`config.mk`:
```
export PLATFORM = sky130hd
export DESIGN_NAME = mod_counter_seq
export DESIGN_NICKNAME = d
export VERILOG_FILES = /design/src/rtl/mod_counter_seq_pkg.sv /design/src/rtl/mod_cnt_core.sv /design/src/rtl/mod_counter_seq.sv
export SDC_FILE = /design/constraint.sdc
export NUM_CORES = 1
export LEC_CHECK = 0
export BUFFER_PORTS_ARGS = -buffer_cell sky130_fd_sc_hd__buf_2
export CORE_MARGIN = 2
export CORE_UTILIZATION = 56
export DETAILED_ROUTE_END_ITERATION = 10
export GPL_TIMING_DRIVEN = 0
export PLACE_DENSITY = 0.84
export SLEW_MARGIN = 20
export SYNTH_ARGS = -nofsm -noshare
export SYNTH_HDL_FRONTEND = slang
export SYNTH_SLANG_ARGS = --single-unit
```
`constraint.sdc`:
```
create_clock -name clk -period 4.8 [get_ports clk]
set_input_delay 0.24 -clock clk [delete_from_list [all_inputs] [get_ports clk]]
set_output_delay 0.24 -clock clk [all_outputs]
set_load 0.01 [all_outputs]
```
`src/rtl/mod_counter_seq_pkg.sv`:
```
// Shared types for the mod-N run sequencer: FSM state encoding and a busy decode helper.
package mod_counter_seq_pkg;

  localparam int unsigned STATE_W = 2;

  localparam logic [STATE_W-1:0] ST_IDLE_ENC = 2'd0;
  localparam logic [STATE_W-1:0] ST_RUN_ENC  = 2'd1;
  localparam logic [STATE_W-1:0] ST_HOLD_ENC = 2'd2;
  localparam logic [STATE_W-1:0] ST_DONE_ENC = 2'd3;

  typedef enum logic [STATE_W-1:0] {
    ST_IDLE = ST_IDLE_ENC,
    ST_RUN  = ST_RUN_ENC,
    ST_HOLD = ST_HOLD_ENC,
    ST_DONE = ST_DONE_ENC
  } state_t;

  function automatic logic is_busy(input state_t s);
    return (s == ST_RUN) || (s == ST_HOLD);
  endfunction

endpackage

```
`src/rtl/mod_cnt_core.sv`:
```
// Parameterised mod-N counter with synchronous clear/enable and a terminal-count flag.
module mod_cnt_core #(
  parameter int unsigned N = 10,
  parameter int unsigned A = 4
) (
  input  logic         clk,
  input  logic         reset,
  input  logic         clear,
  input  logic         enable,
  output logic [A-1:0] count,
  output logic         wrap_c
);

  localparam logic [A-1:0] LAST = A'(N - 1);

  logic [A-1:0] r_count;

  // Flag is independent of enable so the controller can gate it without a comb loop.
  assign wrap_c = (r_count == LAST);
  assign count  = r_count;

  always_ff @(posedge clk) begin
    if (reset || clear) begin
      r_count <= '0;
    end else if (enable) begin
      r_count <= (r_count == LAST) ? '0 : A'(r_count + A'(1));
    end
  end

endmodule

```
`src/rtl/mod_counter_seq.sv`:
```
// Runs a mod-N counter for a requested number of wraps; supports abort and,
// when MOD_COUNTER_SEQ_PAUSE_EN is defined, pause.
module mod_counter_seq
  import mod_counter_seq_pkg::*;
#(
  parameter int unsigned N = 10,
  parameter int unsigned A = 4,
  parameter int unsigned W = 8
) (
  input  logic         clk,
  input  logic         reset,
  input  logic         start_valid,
  output logic         start_ready,
  input  logic [W-1:0] start_wraps,
  input  logic         pause,
  input  logic         abort,
  output logic [A-1:0] counter,
  output logic         wrap_pulse,
  output logic [W-1:0] wraps_left,
  output logic         busy,
  output logic         done
);

  state_t       r_state;
  state_t       w_state_nxt;
  logic [W-1:0] r_wraps_left;
  logic [W-1:0] w_wraps_left_nxt;
  logic         r_wrap_pulse;
  logic         r_done;
  logic         r_busy;
  logic         r_start_ready;
  logic         w_clear;
  logic         w_enable;
  logic         w_wrap_c;
  logic         w_pause;
  logic [A-1:0] w_count;

`ifdef MOD_COUNTER_SEQ_PAUSE_EN
  assign w_pause = pause;
`else
  assign w_pause = pause & 1'b0;
`endif

  mod_cnt_core #(.N(N), .A(A)) u_core (
    .clk    (clk),
    .reset  (reset),
    .clear  (w_clear),
    .enable (w_enable),
    .count  (w_count),
    .wrap_c (w_wrap_c)
  );

  always_ff @(posedge clk) begin
    if (reset) r_state <= ST_IDLE;
    else       r_state <= w_state_nxt;
  end

  // Priority inside a run: abort, then pause, then count step. Leaving HOLD counts on the same edge.
  always_comb begin
    w_state_nxt      = r_state;
    w_wraps_left_nxt = r_wraps_left;
    w_clear          = 1'b0;
    w_enable         = 1'b0;
    case (r_state)
      ST_IDLE: begin
        if (start_valid && r_start_ready) begin
          if (start_wraps == '0) begin
            w_state_nxt = ST_DONE;
          end else begin
            w_state_nxt      = ST_RUN;
            w_clear          = 1'b1;
            w_wraps_left_nxt = start_wraps;
          end
        end
      end
      ST_RUN, ST_HOLD: begin
        if (abort) begin
          w_state_nxt      = ST_IDLE;
          w_clear          = 1'b1;
          w_wraps_left_nxt = '0;
        end else if (w_pause) begin
          w_state_nxt = ST_HOLD;
        end else begin
          w_state_nxt = ST_RUN;
          w_enable    = 1'b1;
          if (w_wrap_c) begin
            w_wraps_left_nxt = W'(r_wraps_left - W'(1));
            if (r_wraps_left == W'(1)) w_state_nxt = ST_DONE;
          end
        end
      end
      default: w_state_nxt = ST_IDLE;
    endcase
  end

  always_ff @(posedge clk) begin
    if (reset) begin
      r_wraps_left  <= '0;
      r_wrap_pulse  <= 1'b0;
      r_done        <= 1'b0;
      r_busy        <= 1'b0;
      r_start_ready <= 1'b0;
    end else begin
      r_wraps_left  <= w_wraps_left_nxt;
      r_wrap_pulse  <= w_enable & w_wrap_c;
      r_done        <= (w_state_nxt == ST_DONE);
      r_busy        <= is_busy(w_state_nxt);
      r_start_ready <= (w_state_nxt == ST_IDLE);
    end
  end

  assign start_ready = r_start_ready;
  assign counter     = w_count;
  assign wrap_pulse  = r_wrap_pulse;
  assign wraps_left  = r_wraps_left;
  assign busy        = r_busy;
  assign done        = r_done;

endmodule

```
* Word level (Yosys, flattened, before mapping)
Index checks and enable logic that the tools add are counted.
** Word-level totals
- Register bits after elaboration :: 18
- Bits in latches :: 0
- Bits in writable memories :: 0
- ROM bits :: 0
- Bits of input ports :: 13
- Output and inout bits :: 16
- Logic and storage cells :: 47
- Memories :: 0
** Operators by class
- Add/subtract/negate cells :: 2
- Multipliers :: 0
- Divide/modulo/power cells :: 0
- $lt $le $gt $ge :: 0
- Eq/ne operators :: 10
- Shift-type cells :: 0
- Mux-type cells :: 18
- Bitwise gates (word level) :: 1
- Reductions and logical operators :: 9
** Operators by type and width (number)
- two-way mux 8 bit :: 4
- one-hot mux 8 bit (2 select lines) :: 1
- two-way mux 2 bit :: 5
- == test 8 x 1 -> 1 bit, second input constant :: 1
- zero test 8 bit :: 1
- subtractor 8 x 1 -> 8 bit, second input constant :: 1
- == test 2 bit, second input constant :: 3
- two-way mux 1 bit :: 5
- adder 4 x 1 -> 4 bit, second input constant :: 1
- == test 2 x 1 -> 1 bit, second input constant :: 2
- == test 4 bit, second input constant :: 1
- zero test 2 bit :: 2
- two-way mux 4 bit :: 1
- inequality test 2 bit, second input constant :: 2
- one-hot mux 2 bit (2 select lines) :: 1
- AND reduction 4 bit :: 1
- inequality test 3 bit, second input constant :: 1
- logical OR 1 bit :: 2
- one-hot mux 1 bit (2 select lines) :: 1
- nonzero test 2 bit :: 1
- OR reduction 2 bit :: 1
- bitwise AND 1 bit :: 1
- logical AND 1 bit :: 1

* Longest topological paths before layout
- Depth after elaboration :: 7
- Mapped depth :: 8
- Depth with buffers taken out :: 8

* Modules after synthesis
A second synthesis with hierarchy kept.
** Unflattened totals
- Cells, all modules :: 125
- Area total of the unflattened synthesis :: 1167.4 um^2
** By module, submodules not included
- mod_counter_seq :: times used 1, cells each 104, area each 970.9 um^2, sequential area each 280.3 um^2
- mod_cnt_core :: times used 1, cells each 21, area each 196.4 um^2, sequential area each 80.1 um^2

* Worst setup path after synthesis
OpenSTA, ideal clock, no wires.
- Kind :: reg2reg
- From :: register r_state[0]
- To :: register r_busy, in the netlist busy
- Library setup time :: 0.128 ns
- Data arrival time :: 1.738 ns
- Data required time :: 4.672 ns
- Setup slack :: 2.934 ns
- Cell stages (with the launch flop) :: 9
- Path buffers :: 0
- Clock period less this slack :: 1.866 ns
- Cell sequence :: dfxtp_1 > inv_1 > ha_1 > and2b_2 > and2_1 > nand4_1 > and2_1 > ha_1 > nor2b_1
** Between the ends
- Longest elaborated chain between the ends :: 5
- Elaborated cells on any way between the ends :: 9
- Those cells by class :: eq/ne (4); mux (2); reduce/logical (3)
** Ends and longest elaborated chain
- start, declared :: line mod_counter_seq.sv:24 : state_t r_state;
- start signal, assigned :: line mod_counter_seq.sv:55 : else r_state <= w_state_nxt;
- == test 2 x 1 -> 1 bit or == test 2 bit (tied branches) :: line mod_counter_seq.sv:64 : case (r_state)
- OR reduction 2 bit :: line mod_counter_seq.sv:64
- one-hot mux 2 bit (2 select lines) (*) :: line mod_counter_seq.sv:64
- == test 2 x 1 -> 1 bit or == test 2 bit (tied branches) :: line mod_counter_seq_pkg.sv:19 : return (s == ST_RUN) || (s == ST_HOLD);
- logical OR 1 bit (*) :: line mod_counter_seq_pkg.sv:19
- end signal, assigned :: line mod_counter_seq.sv:107 : r_busy <= is_busy(w_state_nxt);
- end, declared :: line mod_counter_seq.sv:30 : logic r_busy;
Every way passes the cells marked *; elsewhere a longest branch is shown, timed or not.
A chain may end at the register's enable or synchronous reset.

* Final worst setup path
Ends and elaborated chain as after synthesis.

==> results.sh <==
export IMPL_skew_ps=7.51
export IMPL_maxSlewHeadroom_pct=64.7
export IMPL_max_stage_delay_ps=430
export IMPL_cts_sinks=18
export IMPL_die_w_um=49.1
export IMPL_r2r_slack_ps=2610
export IMPL_wirelength_um=2880
export IMPL_worstPathCellList="inv_1, ha_1, and2b_2, and2_1, nand4_1, and2_1, ha_1, nor2b_1"
export IMPL_dp_hpwl_um=2180
export IMPL_yosysMostFrequentCell="dfxtp_1"
export IMPL_hp_start="reset"
export IMPL_cts_setup_buffers=0
export IMPL_synthArstFlopShare_pct=0
export IMPL_grt_pass1_wl_um=4750
export IMPL_cts_buffer_depth=2
export IMPL_final_cell_count_no_fill=192
export IMPL_dpl_cell_area_um2=1310
export IMPL_synth_seq_cells=18
export IMPL_cts_tree="built"
export IMPL_area_delta_synth_final_pct=18.0
export IMPL_yosys_most_used_dff="dfxtp_1"
export IMPL_endpoint_kind="flop"
export IMPL_gr_total_overflow=0
export IMPL_cp_top_family="simple AND/OR/NAND/NOR gates"
export IMPL_path_clk_slew_ps=110
export IMPL_grt_usage_pct=25.7
export IMPL_maxCapViolations=0
export IMPL_dieArea_um2=2410
export IMPL_drc_errors=0
export IMPL_min_path_type="in2reg"
export IMPL_final_core_util_pct=69.3
export IMPL_r2r_cells=8
export IMPL_place_congestion=0.896
export IMPL_clkPwrFrac_pct=23.4
export IMPL_grt_pass1_vias=1126
export IMPL_ys_warn_count=0
export IMPL_p_sw_w=0.000141
export IMPL_hold_buffers=0
export IMPL_yosysUniqueCellTypes=41
export IMPL_rsz0062_at_grt="false"
export IMPL_seq_area_um2=360
export IMPL_ctsRootBufferMaster="clkbuf_4"
export IMPL_num_rows=16
export IMPL_hold_path_cell_count=3
export IMPL_drt_initial_drc_count=45
export IMPL_p_leak_nw=0.580
export IMPL_vdd_drop_max_v=0.000204
export IMPL_finalSetupViolCount=0
export IMPL_cts_resized=0
export IMPL_placedCellCount=188
export IMPL_cp_num_buf_inv=1
export IMPL_vias=1176
export IMPL_worst_pin_slew_ps=530
export IMPL_post_drt_via_cell_ratio=6.13
export IMPL_critPathLaunchType="flop"
export IMPL_cts_made_buffers=3
export IMPL_syn_nets=153
export IMPL_min_to="wraps_left[5]"
export IMPL_synth_edf_count=0
export IMPL_antenna_found_initial=0
export IMPL_synthTopCellsByCount="dfxtp_1, a21oi_1, nor2b_1"
export IMPL_chipHeight_um=49.1
export IMPL_combPwrFrac_pct=32.8
export IMPL_synth_top_cell_area_share_pct=31.6
export IMPL_pwr_density_cell_nw_per_um2=303
export IMPL_period_needed_ps=2190
export IMPL_syn_area_um2=1140
export IMPL_fin_crit_sh_pct=45.7
export IMPL_io_pins=29
export IMPL_fillCellCount=184
export IMPL_clkLatencyLatePin_ps=300
export IMPL_synth_avg_cell_area_um2=8.51
export IMPL_status="completed"
export IMPL_sw_frac_of_total_pct=34.6
export IMPL_design_area_um2=1350
export IMPL_r2r_start="r_state[0]"
export IMPL_worstPathRequired_ps=4980
export IMPL_synth_area_leaders="dfxtp_1, ha_1, nor2b_1"
export IMPL_drive_gt1_share_pct=24.2
export IMPL_ant_nets=0
export IMPL_power_share_sequential_pct=43.8
export IMPL_critPathMaxFanout=8
export IMPL_crit_arrival_ps=2380
export IMPL_finalMaxSlewViolations=0
export IMPL_cp_startpoint="r_state[0]"
export IMPL_yosysTopAreaCell="dfxtp_1"
export IMPL_clock_fmax_ghz=0.456
export IMPL_insertedDiodeCount=0
export IMPL_routedWlPerCell_um=15.0
export IMPL_cp_slowest_cell="ha_1"
export IMPL_portBuffers=27
export IMPL_r2r_end="busy"
export IMPL_criticalPathCategory="reg2reg"
export IMPL_core_area_um2=1940
export IMPL_multiInputGateArea_um2=729
export IMPL_dr_pass1_iters=4
export IMPL_nets=185
export IMPL_start_util_pct=58.7
export IMPL_p_int_w=0.000267
export IMPL_tns_ps=0
export IMPL_syn_inst=134
export IMPL_htree_num_levels=1
export IMPL_hold_viol=0
export IMPL_ys_seq_area_share_pct=31.6
export IMPL_grt_max_degree=11
-- cells in the final DEF (no fill, tap or decap), types with 3 or more instances in the layout --
cell type  count
nand2_1        3
o32ai_1        3
nand2b_1       6
a31oi_1        5
buf_2         28
ha_1           6
dfxtp_1       18
nor3_1         9
nor2b_1       12
nor2_1         5
nand3_1        3
clkbuf_4       3
a21oi_1       12
inv_1          9
a211oi_1       4
clkbuf_1       3
-- final cells by class --
| cell class | count | share of cell area (%) |
|---|---|---|
| well taps | 27 | 2.51 |
| plain buffers | 4 | 1.21 |
| inverters | 9 | 2.51 |
| flip-flops and latches | 18 | 26.8 |
| repair buffers | 27 | 10.0 |
| clock buffers | 4 | 2.70 |
| multi-input cells | 103 | 54.2 |
-- worst max path at each step --
stage,to,cells past startpoint
final,busy,8
after global routing,busy,8
after detailed placement,busy,8
after CTS,busy,8
after global placement,busy,8
after floorplan,busy,8
-- layer usage --
layer | vias up | track usage, % | wire [um]
li1 | 566 | - | -
met2 | 55 | 45.7 | 1380
met1 | 542 | 28.4 | 1220
met4 | 0 | 15.7 | 87
met5 | - | 0 | 0
met3 | 13 | 3.99 | 188
-- cells by family after synthesis --
group                      share of synthesized area (%)
AOI/OAI and AO/OA                                   25.0
xor gates and xnor gates                            2.31
adders and majority gates                           6.59
buffers and inverters                               4.39
DFF                                                 31.6
and+or+nand+nor                                     30.1
-- through the flow --
| stage | hold slack, ps | power [W] | setup slack [ps] |
|---|---|---|---|
| 6_report | 247 | 0.000408 | 2610 |
| 5_1_grt | 266 | 0.000433 | 2490 |
| 4_1_cts | 242 | 0.000409 | 2630 |
| 3_3_place_gp | 500 | 0.000310 | 2690 |
| 3_5_place_dp | 515 | 0.000314 | 2650 |
| 2_1_floorplan | 425 | 0.000273 | 2930 |
-- power by group through the flow --
stage	sequential [W]	combinational (W)	clock [W]
6_report	0.000179	0.000134	0.0000956
5_1_grt	0.000181	0.000148	0.000105
3_5_place_dp	0.000182	0.000132	0
2_1_floorplan	0.000184	0.0000889	0
4_1_cts	0.000178	0.000133	0.0000977
3_3_place_gp	0.000180	0.000130	0
-- flip-flops by register name, indices dropped and copies added (netlist names) --
name          count
busy              1
u_core.count      4
start_ready       1
r_state           2
wrap_pulse        1
wraps_left        8
done              1
-- worst register-to-register path, stage by stage, from the launching register on --
cell and delay [ps]:
dfxtp_1 400, inv_1 70, ha_1 430, and2b_2 270, and2_1 160, nand4_1 160
and2_1 210, ha_1 260, nor2b_1 120
No activity file was read; power rests on OpenSTA's default activity.
